<file path="config.mk">
export PLATFORM = sky130hd
export DESIGN_NAME = uart_tx_arbiter
export DESIGN_NICKNAME = d
export VERILOG_FILES = /design/src/rtl/uart_tx_arb_pkg.sv /design/src/rtl/rr_arbiter.sv /design/src/rtl/uart_tx_arbiter.sv
export SDC_FILE = /design/constraint.sdc
export NUM_CORES = 1
export LEC_CHECK = 0
export CAP_MARGIN = 20
export CORE_ASPECT_RATIO = 0.75
export CORE_UTILIZATION = 44
export CTS_BUF_LIST = sky130_fd_sc_hd__clkbuf_16
export CTS_CLUSTER_DIAMETER = 80
export DETAILED_ROUTE_END_ITERATION = 16
export PLACE_DENSITY = 0.86
export RECOVER_POWER = 50
export SLEW_MARGIN = 20
export SYNTH_ARGS = -nofsm -noshare
export SYNTH_HDL_FRONTEND = slang
export SYNTH_SLANG_ARGS = --single-unit
</file>
<file path="constraint.sdc">
create_clock -name clk_i -period 2.35 [get_ports clk_i]
set_clock_uncertainty 0.1 [all_clocks]
set_input_delay 0.705 -clock clk_i [delete_from_list [all_inputs] [get_ports clk_i]]
set_output_delay 0.705 -clock clk_i [all_outputs]
set_load 0.02 [all_outputs]
</file>
<file path="src/rtl/uart_tx_arb_pkg.sv">
// uart_tx_arb_pkg
// Shared definitions for the UART transmit arbiter slice.
//   state_e            : arbiter FSM states (IDLE, SEND, HOLD)
//   word_width_lp      : width of one requester word (32)
//   bytes_per_word_lp  : bytes carried by one word (4)
//   byte_width_lp      : width of one UART byte (8)
//   idx_width()        : index width for a requester count, never below 1
package uart_tx_arb_pkg;

    typedef enum logic [1:0] {
        IDLE = 2'd0,
        SEND = 2'd1,
        HOLD = 2'd2
    } state_e;

    localparam int word_width_lp     = 32;
    localparam int bytes_per_word_lp = 4;
    localparam int byte_width_lp     = 8;

    // A single requester still needs a 1-bit index so vectors stay legal.
    function automatic int idx_width(input int n);
        return (n > 1) ? $clog2(n) : 1;
    endfunction

endpackage

</file>
<file path="src/rtl/rr_arbiter.sv">
// rr_arbiter
// Purely combinational round-robin picker for any shared resource.
// Searches upward from ptr_i (wrapping) for the first active request.
//   req_i   : request vector, one bit per requester
//   ptr_i   : index the search starts from (highest priority this round)
//   gnt_o   : one-hot grant, all zero when nobody requests
//   idx_o   : encoded index of the granted requester
//   valid_o : high when some request was granted
module rr_arbiter #(
    parameter int num_req_p   = 2,
    parameter int idx_width_p = (num_req_p > 1) ? $clog2(num_req_p) : 1
) (
    input  logic [num_req_p-1:0]   req_i,
    input  logic [idx_width_p-1:0] ptr_i,
    output logic [num_req_p-1:0]   gnt_o,
    output logic [idx_width_p-1:0] idx_o,
    output logic                   valid_o
);

    // Walk the requesters in priority order; the first hit wins and blocks
    // all later ones so the grant is always one-hot.
    always_comb begin
        int cand;
        gnt_o   = '0;
        idx_o   = '0;
        valid_o = 1'b0;
        cand    = 0;
        for (int i = 0; i < num_req_p; i++) begin
            cand = int'(ptr_i) + i;
            if (cand >= num_req_p) begin
                cand = cand - num_req_p;
            end
            if (!valid_o && req_i[cand]) begin
                valid_o     = 1'b1;
                gnt_o[cand] = 1'b1;
                idx_o       = idx_width_p'(cand);
            end
        end
    end

endmodule

</file>
<file path="src/rtl/uart_tx_arbiter.sv">
// uart_tx_arbiter
// Shares one 8-bit UART transmit stream between num_req_p 32-bit
// AXI-Stream requesters. Ownership is round-robin per packet: the owner
// keeps the transmitter until its tlast word has been fully sent. Words are
// emitted least-significant kept byte first; unkept bytes cost no cycles.
//   clk_i, reset_i : clock, asynchronous active-low reset
//   s_tdata_i      : requester words, requester k at [32k+31:32k]
//   s_tkeep_i      : byte enables, requester k at [4k+3:4k]
//   s_tlast_i      : last word of packet, per requester
//   s_tvalid_i     : word valid, per requester
//   s_tready_o     : word accepted when ready and valid are both high
//   m_tdata_o      : byte towards UART TX
//   m_tvalid_o     : byte valid
//   m_tready_i     : UART TX ready
//   grant_o        : one-hot current owner, zero when idle
//   busy_o         : high whenever the FSM is not idle
module uart_tx_arbiter
    import uart_tx_arb_pkg::*;
#(
    parameter int num_req_p = 2
) (
    input  logic                     clk_i,
    input  logic                     reset_i,
    input  logic [num_req_p*32-1:0]  s_tdata_i,
    input  logic [num_req_p*4-1:0]   s_tkeep_i,
    input  logic [num_req_p-1:0]     s_tlast_i,
    input  logic [num_req_p-1:0]     s_tvalid_i,
    output logic [num_req_p-1:0]     s_tready_o,
    output logic [7:0]               m_tdata_o,
    output logic                     m_tvalid_o,
    input  logic                     m_tready_i,
    output logic [num_req_p-1:0]     grant_o,
    output logic                     busy_o
);

    localparam int idx_w_lp = idx_width(num_req_p);

    state_e                         state_q, state_d;
    logic [idx_w_lp-1:0]            owner_q, owner_d;
    logic [idx_w_lp-1:0]            ptr_q, ptr_d;
    logic [word_width_lp-1:0]       data_q, data_d;
    logic [bytes_per_word_lp-1:0]   keep_q, keep_d;
    logic                           last_q, last_d;

    logic [num_req_p-1:0]           arbGnt;
    logic [idx_w_lp-1:0]            arbIdx;
    logic                           arbValid;

    logic [idx_w_lp-1:0]            selIdx;
    logic [word_width_lp-1:0]       selData;
    logic [bytes_per_word_lp-1:0]   selKeep;
    logic                           selLast;
    logic                           selValid;

    logic [num_req_p-1:0]           ownerOneHot;
    logic [1:0]                     byteSel;
    logic [bytes_per_word_lp-1:0]   keepLeft;
    logic [idx_w_lp-1:0]            ptrNext;

    rr_arbiter #(
        .num_req_p   (num_req_p),
        .idx_width_p (idx_w_lp)
    ) u_rr_arbiter (
        .req_i   (s_tvalid_i),
        .ptr_i   (ptr_q),
        .gnt_o   (arbGnt),
        .idx_o   (arbIdx),
        .valid_o (arbValid)
    );

    // While idle the arbiter's choice is the word source; once a packet is
    // locked only the owner's stream is ever looked at.
    always_comb begin
        selIdx   = (state_q == IDLE) ? arbIdx : owner_q;
        selData  = '0;
        selKeep  = '0;
        selLast  = 1'b0;
        selValid = 1'b0;
        for (int k = 0; k < num_req_p; k++) begin
            if (selIdx == idx_w_lp'(k)) begin
                selData  = s_tdata_i[k*word_width_lp +: word_width_lp];
                selKeep  = s_tkeep_i[k*bytes_per_word_lp +: bytes_per_word_lp];
                selLast  = s_tlast_i[k];
                selValid = s_tvalid_i[k];
            end
        end
    end

    // keep_q doubles as the "bytes still to send" mask: each accepted byte
    // clears its bit, so the lowest set bit is always the next byte out.
    always_comb begin
        byteSel = '0;
        for (int b = bytes_per_word_lp - 1; b >= 0; b--) begin
            if (keep_q[b]) begin
                byteSel = 2'(b);
            end
        end
        keepLeft = keep_q & ~(bytes_per_word_lp'(1) << byteSel);
    end

    // Owner decode feeds both the visible grant and the HOLD-state ready.
    always_comb begin
        ownerOneHot = '0;
        for (int k = 0; k < num_req_p; k++) begin
            ownerOneHot[k] = (owner_q == idx_w_lp'(k));
        end
        busy_o  = (state_q != IDLE);
        grant_o = busy_o ? ownerOneHot : '0;
        ptrNext = (int'(owner_q) == num_req_p - 1) ? '0 : owner_q + idx_w_lp'(1);
    end

    // Next-state and output logic. Ready in IDLE is gated by reset so that
    // nothing is offered while the block is held in reset.
    always_comb begin
        logic wordDone;
        state_d    = state_q;
        owner_d    = owner_q;
        ptr_d      = ptr_q;
        data_d     = data_q;
        keep_d     = keep_q;
        last_d     = last_q;
        s_tready_o = '0;
        m_tvalid_o = 1'b0;
        m_tdata_o  = '0;
        wordDone   = 1'b0;
        unique case (state_q)
            IDLE: begin
                if (reset_i && arbValid) begin
                    s_tready_o = arbGnt;
                    data_d     = selData;
                    keep_d     = selKeep;
                    last_d     = selLast;
                    owner_d    = arbIdx;
                    state_d    = SEND;
                end
            end
            SEND: begin
                if (keep_q == '0) begin
                    wordDone = 1'b1;
                end else begin
                    m_tvalid_o = 1'b1;
                    m_tdata_o  = data_q[{byteSel, 3'b000} +: byte_width_lp];
                    if (m_tready_i) begin
                        keep_d   = keepLeft;
                        wordDone = (keepLeft == '0);
                    end
                end
                if (wordDone) begin
                    if (last_q) begin
                        ptr_d   = ptrNext;
                        state_d = IDLE;
                    end else begin
                        state_d = HOLD;
                    end
                end
            end
            HOLD: begin
                s_tready_o = ownerOneHot;
                if (selValid) begin
                    data_d  = selData;
                    keep_d  = selKeep;
                    last_d  = selLast;
                    state_d = SEND;
                end
            end
            default: begin
                state_d = IDLE;
            end
        endcase
    end

    // State and holding registers; reset discards any word or packet lock.
    always_ff @(posedge clk_i or negedge reset_i) begin
        if (!reset_i) begin
            state_q <= IDLE;
            owner_q <= '0;
            ptr_q   <= '0;
            data_q  <= '0;
            keep_q  <= '0;
            last_q  <= 1'b0;
        end else begin
            state_q <= state_d;
            owner_q <= owner_d;
            ptr_q   <= ptr_d;
            data_q  <= data_d;
            keep_q  <= keep_d;
            last_q  <= last_d;
        end
    end

endmodule

</file>
* Yosys cells after proc, flatten, opt, wreduce, memory -nomap -nowiden
Index checks and enable logic that the tools add are counted.
** Operators by class
- Add/sub/neg operators :: 4
- Order comparisons :: 6
- Eq/ne operators :: 7
- Shift operators :: 2
- Multiplexer cells :: 54
- Bitwise gates (word level) :: 4
- Reduce and logical (&&, ||, !) cells :: 16
** Operators with widths (number)
- 32-bit 2-to-1 mux :: 5
- 32-bit by 1-bit greater-or-equal comparator with 1-bit output, second input constant :: 2
- 32-bit by 3-bit < comparator with 1-bit output, second input constant :: 2
- 32-bit case mux with 2 select lines :: 1
- 32-bit by 3-bit greater-or-equal comparator with 1-bit output, second input constant :: 1
- 32-bit by 6-bit variable part select with 8-bit output :: 1
- 32-bit by 3-bit subtractor with 32-bit output, second input constant :: 1
- 2-bit 2-to-1 mux :: 12
- 1-bit 2-to-1 mux :: 23
- 4-bit 2-to-1 mux :: 5
- 8-bit 2-to-1 mux :: 2
- 4-bit case mux with 3 select lines :: 1
- 3-bit AND reduction :: 3
- 4-bit zero test :: 2
- 2-bit != test, second input constant :: 4
- 2-bit case mux with 3 select lines :: 1
- 5-bit AND reduction :: 1
- 4-bit bitwise AND :: 1
- 1-bit logical AND :: 4
- 4-bit inverter :: 1
- 2-bit case mux with 2 select lines :: 1
- 2-bit nonzero test :: 2
- 1-bit by 2-bit << shifter with 4-bit output, first input constant :: 1
- 3-bit nonzero test :: 1
- other kinds (14) :: 15
** Word-level totals
- Register bits :: 41
- Input bits :: 79
- Output and inout port bits :: 14
- Logic and storage cells :: 99

* Depth between registers and ports, before layout
Gate-level depths: netlist of run 1.
- Word-level depth :: 13
- Mapped depth :: 7
- Mapped depth without buffers :: 4

* Cells and area by module
From an unflattened synthesis of run 1, not the netlist that was laid out.
** Unflattened totals
- Cell total of the unflattened synthesis :: 250
- Area, all modules :: 2357.3 sq um
** Modules (own cells, without submodules)
- uart_tx_arbiter :: instances 1, cells an instance 245, area an instance 2324.7 sq um, seq. area each 1026.0 sq um
- rr_arbiter :: instances 1, cells an instance 5, area an instance 32.5 sq um, seq. area each 0.0 sq um

* Least setup slack after synthesis of run 1
Ideal clock, no wire load.
- Path type :: register to output
- From :: reg keep_q[3]
- To :: out m_tdata_o[0]
- Arrival time :: 1.577 ns
- Required time :: 1.545 ns
- Path slack :: -0.032 ns
- Stages on the path, launching flop included :: 5
- Buffers on the path :: 0
- Cell sequence :: dfrtp_1 > or2_2 > o21bai_1 > a22oi_1 > a21oi_1
** Between the ends
- Longest elaborated chain between the ends :: 7
- Elaborated cells on any way between the ends :: 8
- Classes of those cells :: shift (1); mux (6); reduce/logical (1)
** Ends and longest elaborated chain
- start: declaration :: line uart_tx_arbiter.sv:42 : logic [bytes_per_word_lp-1:0] keep_q, keep_d;
- start signal: assignment :: line uart_tx_arbiter.sv:186 : keep_q <= keep_d;
- 2-bit 2-to-1 mux (4 in series) :: line uart_tx_arbiter.sv:94 : if (keep_q[b]) begin
- 32-bit by 6-bit variable part select with 8-bit output :: line uart_tx_arbiter.sv:142 : m_tdata_o = data_q[{byteSel, 3'b000} +: byte_width_lp];
- 8-bit 2-to-1 mux * :: line uart_tx_arbiter.sv:138 : if (keep_q == '0) begin
- 8-bit 2-to-1 mux * :: line uart_tx_arbiter.sv:126 : unique case (state_q)
- end: declaration :: line uart_tx_arbiter.sv:29 : output logic [7:0] m_tdata_o,
Every way passes the cells marked *; elsewhere a longest branch is shown, timed or not.

* Worst setup path after layout of run 1
- From :: reg keep_q[3]
- To :: out m_tdata_o[7]
The elaborated chain is that of the path after synthesis.

==> results of run 1 <==
## stage by stage
step	total power [W]	hold WS (ns)	std cells	util (%)
after floorplan	0.00325	0.309	250	-
after global placement	0.00419	0.365	433	71.5
after detailed placement	0.00428	0.379	433	71.5
after CTS	0.00534	0.385	444	76.5
after global routing	0.00581	0.411	445	77.4
final	0.00550	0.387	445	77.4
## where the power goes
part           total, W  internal [W]  switching (W)
clock          0.000900      0.000612       0.000288
sequential      0.00131       0.00106       0.000251
combinational   0.00329       0.00163        0.00166
## routing by layer
metal	vias to the layer above	part of all wire, %	GRT usage [%]
met5	-	0	0
met4	0	1.6	7.38
met3	10	4.0	4.12
met2	74	51	45.4
met1	1150	43	32.2
li1	1144	-	-
## synthesized netlist by cell type, types with 3 or more instances
master / n / share of area [%]
nor2b_1: 4 / 1.0
or2_2: 9 / 2.3
nor2_1: 4 / 0.62
o21ai_1: 29 / 6.0
o221ai_1: 4 / 1.5
dfrtp_1: 41 / 43
clkbuf_1: 6 / 0.93
buf_2: 5 / 1.0
buf_12: 3 / 2.5
o21ai_0: 6 / 1.2
nand3_1: 4 / 0.83
nand2_1: 41 / 6.4
a22oi_1: 16 / 5.0
nand2b_1: 3 / 0.78
inv_1: 4 / 0.62
a21oi_1: 10 / 2.1
mux2i_1: 39 / 16
## worst paths after layout
path	from	to	cells past startpoint
worst min-delay path	data_q[9]	data_q[9]	2
worst max register to register	owner_q	data_q[2]	6
worst max-delay path	keep_q[3]	m_tdata_o[7]	6
max in group asynchronous	reset_i	keep_q[1]	2
worst min register to register	data_q[9]	data_q[9]	2
min in group asynchronous	reset_i	data_q[19]	2
## critical path, cell delays in order, from the launching register on
cell and delay, ns:
dfrtp_1 0.39, buf_4 0.17, o41ai_4 0.31, buf_4 0.18
buf_8 0.14, a21oi_2 0.04, buf_4 0.16
## layout make-up
class | instances | area share, %
Multi-Input combinational cell | 187 | 34.4
Timing Repair Buffer | 133 | 32.0
Tap cell | 72 | 2.28
Inverter | 4 | 0.381
Clock inverter | 3 | 1.74
Clock buffer | 5 | 3.17
Sequential cell | 41 | 26.0
## sequential cells by signal, indices dropped and copies added, names as in the netlist
signal / cells
data_q: 32
state_q: 2
ptr_q: 1
keep_q: 4
last_q: 1
owner_q: 1
## repair_timing
action / CTS / global route
endpoints found under the setup margin: 29 / 10
resized for setup: 80 / 11
pin swaps: 8 / 5
buffers inserted: 3 / 1
## logic make-up (layout without fill, tap and decap cells)
kind of cell | count (synthesis) | in the layout | synth area share (%)
AND/OR/NAND/NOR | 72 | 72 | 14.1
multiplexers | 39 | 39 | 16.2
flip-flops | 41 | 41 | 42.5
buffers and inverters | 22 | 145 | 6.63
AO/OA/AOI/OAI | 76 | 76 | 20.6
==> qor.yml, run 1 <==
wl_per_cell_um: 16.1
clk_latency_ns: 0.28
pwr_density_cell_nw_per_um2: 1400
first_pass_iters: 5
min_path_type: "reg -> reg"
setup_tns_ns: -1.06
slew_headroom_pct: 63.5
pre_cts_ws_ns: -0.607
endpoint_kind: "output port"
crit_type: "reg -> out"
syn_to_final_growth_pct: 63.4
worst-slew-pin-transition_ns: 0.548
syn_area_um2: 2410
final_common_cell: "clkdlybuf4s50_1"
hold_viol_final: 0
yosys_warnings: 0
start_kind: "register"
die_h_um: 66.1
drc: 0
cts_htree_levels: 2
cts_tree: "built"
synth_top_flop_cell: "dfrtp_1"
p_leak_nw: 1.80
syn-instance-count: 250
mostFrequentLayoutCells: "clkdlybuf4s50_1 (74), nand2_1 (41), dfrtp_1 (40)"
maxSlewViolCount: 0
drt-vias-per-instance: 5.34
clock.fmax_mhz: 401
hpwlAfterDp_um: 4950
cp_data_required_time_ns: 1.54
cap_violations: 0
dieArea_um2: 5790
grt_pass1_vias: 2342
cts.sinks: 41
ys_ff_latch: 41
grt.total_usage_pct: 25.6
gp_congestion: 0.799
grt_max_degree: 45
rsz0062_at_grt: "yes"
overflow: 0
period_share_pct: 106
synth_cell_types: 35
dieWidth_um: 87.5
setup_ws_ns: -0.145
layout.nets: 451
cts-hold-fix-buffers: 0
fill_cells: 326
clockRootBuffer: "clkbuf_16"
path_clk_slew_ns: 0.06
n_antenna_cell: 0
antenna_found_initial: 0
layout.area.seq_um2: 1030
violations: "negative setup slack"
postRouteWirelength_um: 7150
vias: 2378
status: "finished with violations"
fp-row-count: 22
io-pin-count: 93
synth_edf_count: 0
finalSetupViolCount: 9
grt_pass1_wl_um: 11000
multiInputGateArea_um2: 1360
yosysSeqAreaShare_pct: 42.5
worstPathArrival_ns: 1.69
io_buffers: 92
cts_buffer_depth: 2
core_um2: 5090
reg2reg_slack_ns: 0.50
synthArstFlopShare_pct: 100
drt_iter0_drc: 88
final_area_um2: 3940
ant_nets: 0
dpl_cell_area_um2: 3640
vdd_drop_max_mv: 0.520
period_minus_slack_ns: 2.49
synth_nets: 329
worst-path-max-fanout: 8
drive_gt1_share_pct: 25.5
start_util_pct: 47.4
syn_area_per_cell_um2: 9.65
cts_buffers: 5
No activity file was read; power rests on OpenSTA's default activity.
==> inputs of run 2 (changes only) <==
CORE_UTILIZATION = 45   (was 44)
CTS_BUF_LIST = sky130_fd_sc_hd__clkbuf_4   (was sky130_fd_sc_hd__clkbuf_16)
PLACE_DENSITY = 0.88   (was 0.86)
==> run 2 against run 1 <==
Against the previous run: the run still ends with negative setup slack left; highest routed layer unchanged; sequential power about the same; utilization is 0.97 points lower; cell count is the same; flip-flop and latch count is the same; first-iteration DRC count down 4.5%; clock power is 47% lower; die area fell by 2.2%; combinational power about the same; clock-buffer cell count grew 1; critical path type unchanged; largest cell class unchanged.
==> qor.yml, run 2 (synthesized netlist as in run 1, its figures left out) <==
grt_pass1_wl_um: 10700  # was 11,000 um
worstPathArrival_ns: 1.80  # was 1.69 ns
first_pass_iters: 4  # was 5
finalSetupViolCount: 10  # was 9
vias: 2391  # was 2,378
wl_per_cell_um: 15.6  # was 16.1 um
dieWidth_um: 86.6  # was 87.5 um
ant_nets: 0  # unchanged
layout.nets: 451  # unchanged
clk_latency_ns: 0.37  # was 0.28 ns
clockRootBuffer: "clkbuf_4"  # was clkbuf_16
crit_type: "reg -> out"  # unchanged
final_util_pct: 76.5  # was 77.4%
worst-path-max-fanout: 6  # was 8
top_register: "data_q"  # unchanged
reg.largest.list: "data_q x32, keep_q x4, state_q x2"  # unchanged
pwr_density_cell_nw_per_um2: 1320  # was 1400 nW/um^2
antenna_found_initial: 0  # unchanged
drt-vias-per-instance: 5.37  # was 5.34
rsz0062_at_grt: "yes"  # unchanged
period_share_pct: 111  # was 106%
cts_htree_levels: 2  # unchanged
drc: 0  # unchanged
vdd_drop_max_mv: 0.622  # was 0.520 mV
final_common_cell: "clkdlybuf4s50_1"  # unchanged
maxSlewViolCount: 0  # unchanged
min_path_type: "reg -> reg"  # unchanged
syn_to_final_growth_pct: 59.6  # was 63.4%
grt_pass1_vias: 2356  # was 2,342
grt_max_degree: 53  # was 45
period_minus_slack_ns: 2.60  # was 2.49 ns
dieArea_um2: 5660  # was 5790 um^2
grt.total_usage_pct: 25.4  # was 25.6%
cts.sinks: 41  # unchanged
postRouteWirelength_um: 6950  # was 7150 um
slew_headroom_pct: 29.0  # was 63.5%
cts_buffers: 5  # unchanged
drt_iter0_drc: 84  # was 88
worst-slew-pin-transition_ns: 1.07  # was 0.548 ns
setup_tns_ns: -2.10  # was -1.06 ns
p_leak_nw: 1.76  # was 1.80 nW
gp_congestion: 0.869  # was 0.799
n_antenna_cell: 0  # unchanged
overflow: 0  # unchanged
clock.fmax_mhz: 384  # was 401 MHz
path_clk_slew_ns: 0.12  # was 0.06 ns
violations: "negative setup slack"  # unchanged
io_buffers: 92  # unchanged
cts_buffer_depth: 2  # unchanged
cp_data_required_time_ns: 1.54  # about the same
cts_tree: "built"  # unchanged
io-pin-count: 93  # unchanged
hold_viol_final: 0  # unchanged
cap_violations: 0  # unchanged
core_um2: 5040  # was 5090 um^2
start_kind: "register"  # unchanged
die_h_um: 65.4  # was 66.1 um
mostFrequentLayoutCells: "clkdlybuf4s50_1 (75), nand2_1 (41), dfrtp_1 (41)"  # was clkdlybuf4s50_1 (74), nand2_1 (41), dfrtp_1 (40)
hpwlAfterDp_um: 4800  # was 4950 um
fp-row-count: 22  # unchanged
cts-hold-fix-buffers: 0  # unchanged
start_util_pct: 47.9  # was 47.4%
status: "finished with violations"  # unchanged
pre_cts_ws_ns: -0.575  # was -0.607 ns
drive_gt1_share_pct: 26.0  # was 25.5%
endpoint_kind: "output port"  # unchanged
largest_reg_flops: 32  # unchanged
setup_ws_ns: -0.255  # was -0.145 ns
-- run 2: changes by cell type in the layout (fill, tap and decap cells not counted), sizes merged --
cell	change
clkdlybuf4s50	+1
dlygate4sd3	-1
inv	-1
clkbuf	+1
bufinv	-1
clkinv	+1
-- run 2: worst max-delay path, cell delays in order, from the launching register on --
cell     delay (ns)
dfrtp_1        0.45
buf_6          0.16
o41ai_4        0.33
buf_4          0.21
buf_6          0.11
a21oi_2        0.03
buf_6          0.13
-- run 2: area by class of cell --
type / instances / area (um^2)
Timing Repair Buffer: 133 / 1270
Tap cell: 72 / 90.1
Fill cell: 332 / 1180
Sequential cell: 41 / 1030
Clock inverter: 2 / 38.8
Clock buffer: 6 / 45.0
Inverter: 4 / 15.0
Multi-Input combinational cell: 187 / 1370
-- run 2: final timing paths --
path | start | endpoint | slack [ns] | depth (start not counted)
setup / recovery | keep_q[1] | m_tdata_o[6] | -0.25 | 6
hold / removal | data_q[5] | data_q[5] | 0.40 | 2
setup reg to reg | keep_q[1] | state_q[1] | 0.16 | 7
hold reg to reg | data_q[5] | data_q[5] | 0.40 | 2
max in group asynchronous | reset_i | data_q[30] | 0.97 | 2
min in group asynchronous | reset_i | data_q[19] | 0.53 | 2
-- run 2: per-layer routing --
layer / up-vias / share of wire [%] / GRT usage, %
met5: - / 0 / 0
met3: 18 / 6.8 / 6.16
li1: 1137 / - / -
met4: 0 / 2.8 / 10.6
met2: 101 / 50 / 44.5
met1: 1135 / 40 / 29.8
-- run 2: timing repair --
item | CTS | global route
endpoints found under the setup margin | 14 | 12
buffers inserted | 5 | 7
resized for setup | 82 | 13
pin swaps | 5 | 5
-- run 2: where the power goes --
part           internal (W)  switching, W
registers           0.00105      0.000243
clock network      0.000238      0.000237
logic               0.00163       0.00167
total               0.00292       0.00215
-- run 2: per-stage QoR --
stage               power, W  instance area, um^2  hold slack, ns  cells
finish               0.00507                 3850           0.402    445
detailed placement   0.00420                 3590           0.377    426
floorplan            0.00325                 2440           0.309    250
global route         0.00541                 3850           0.421    445
global placement     0.00411                 3590           0.361    426
CTS                  0.00483                 3760           0.352    439
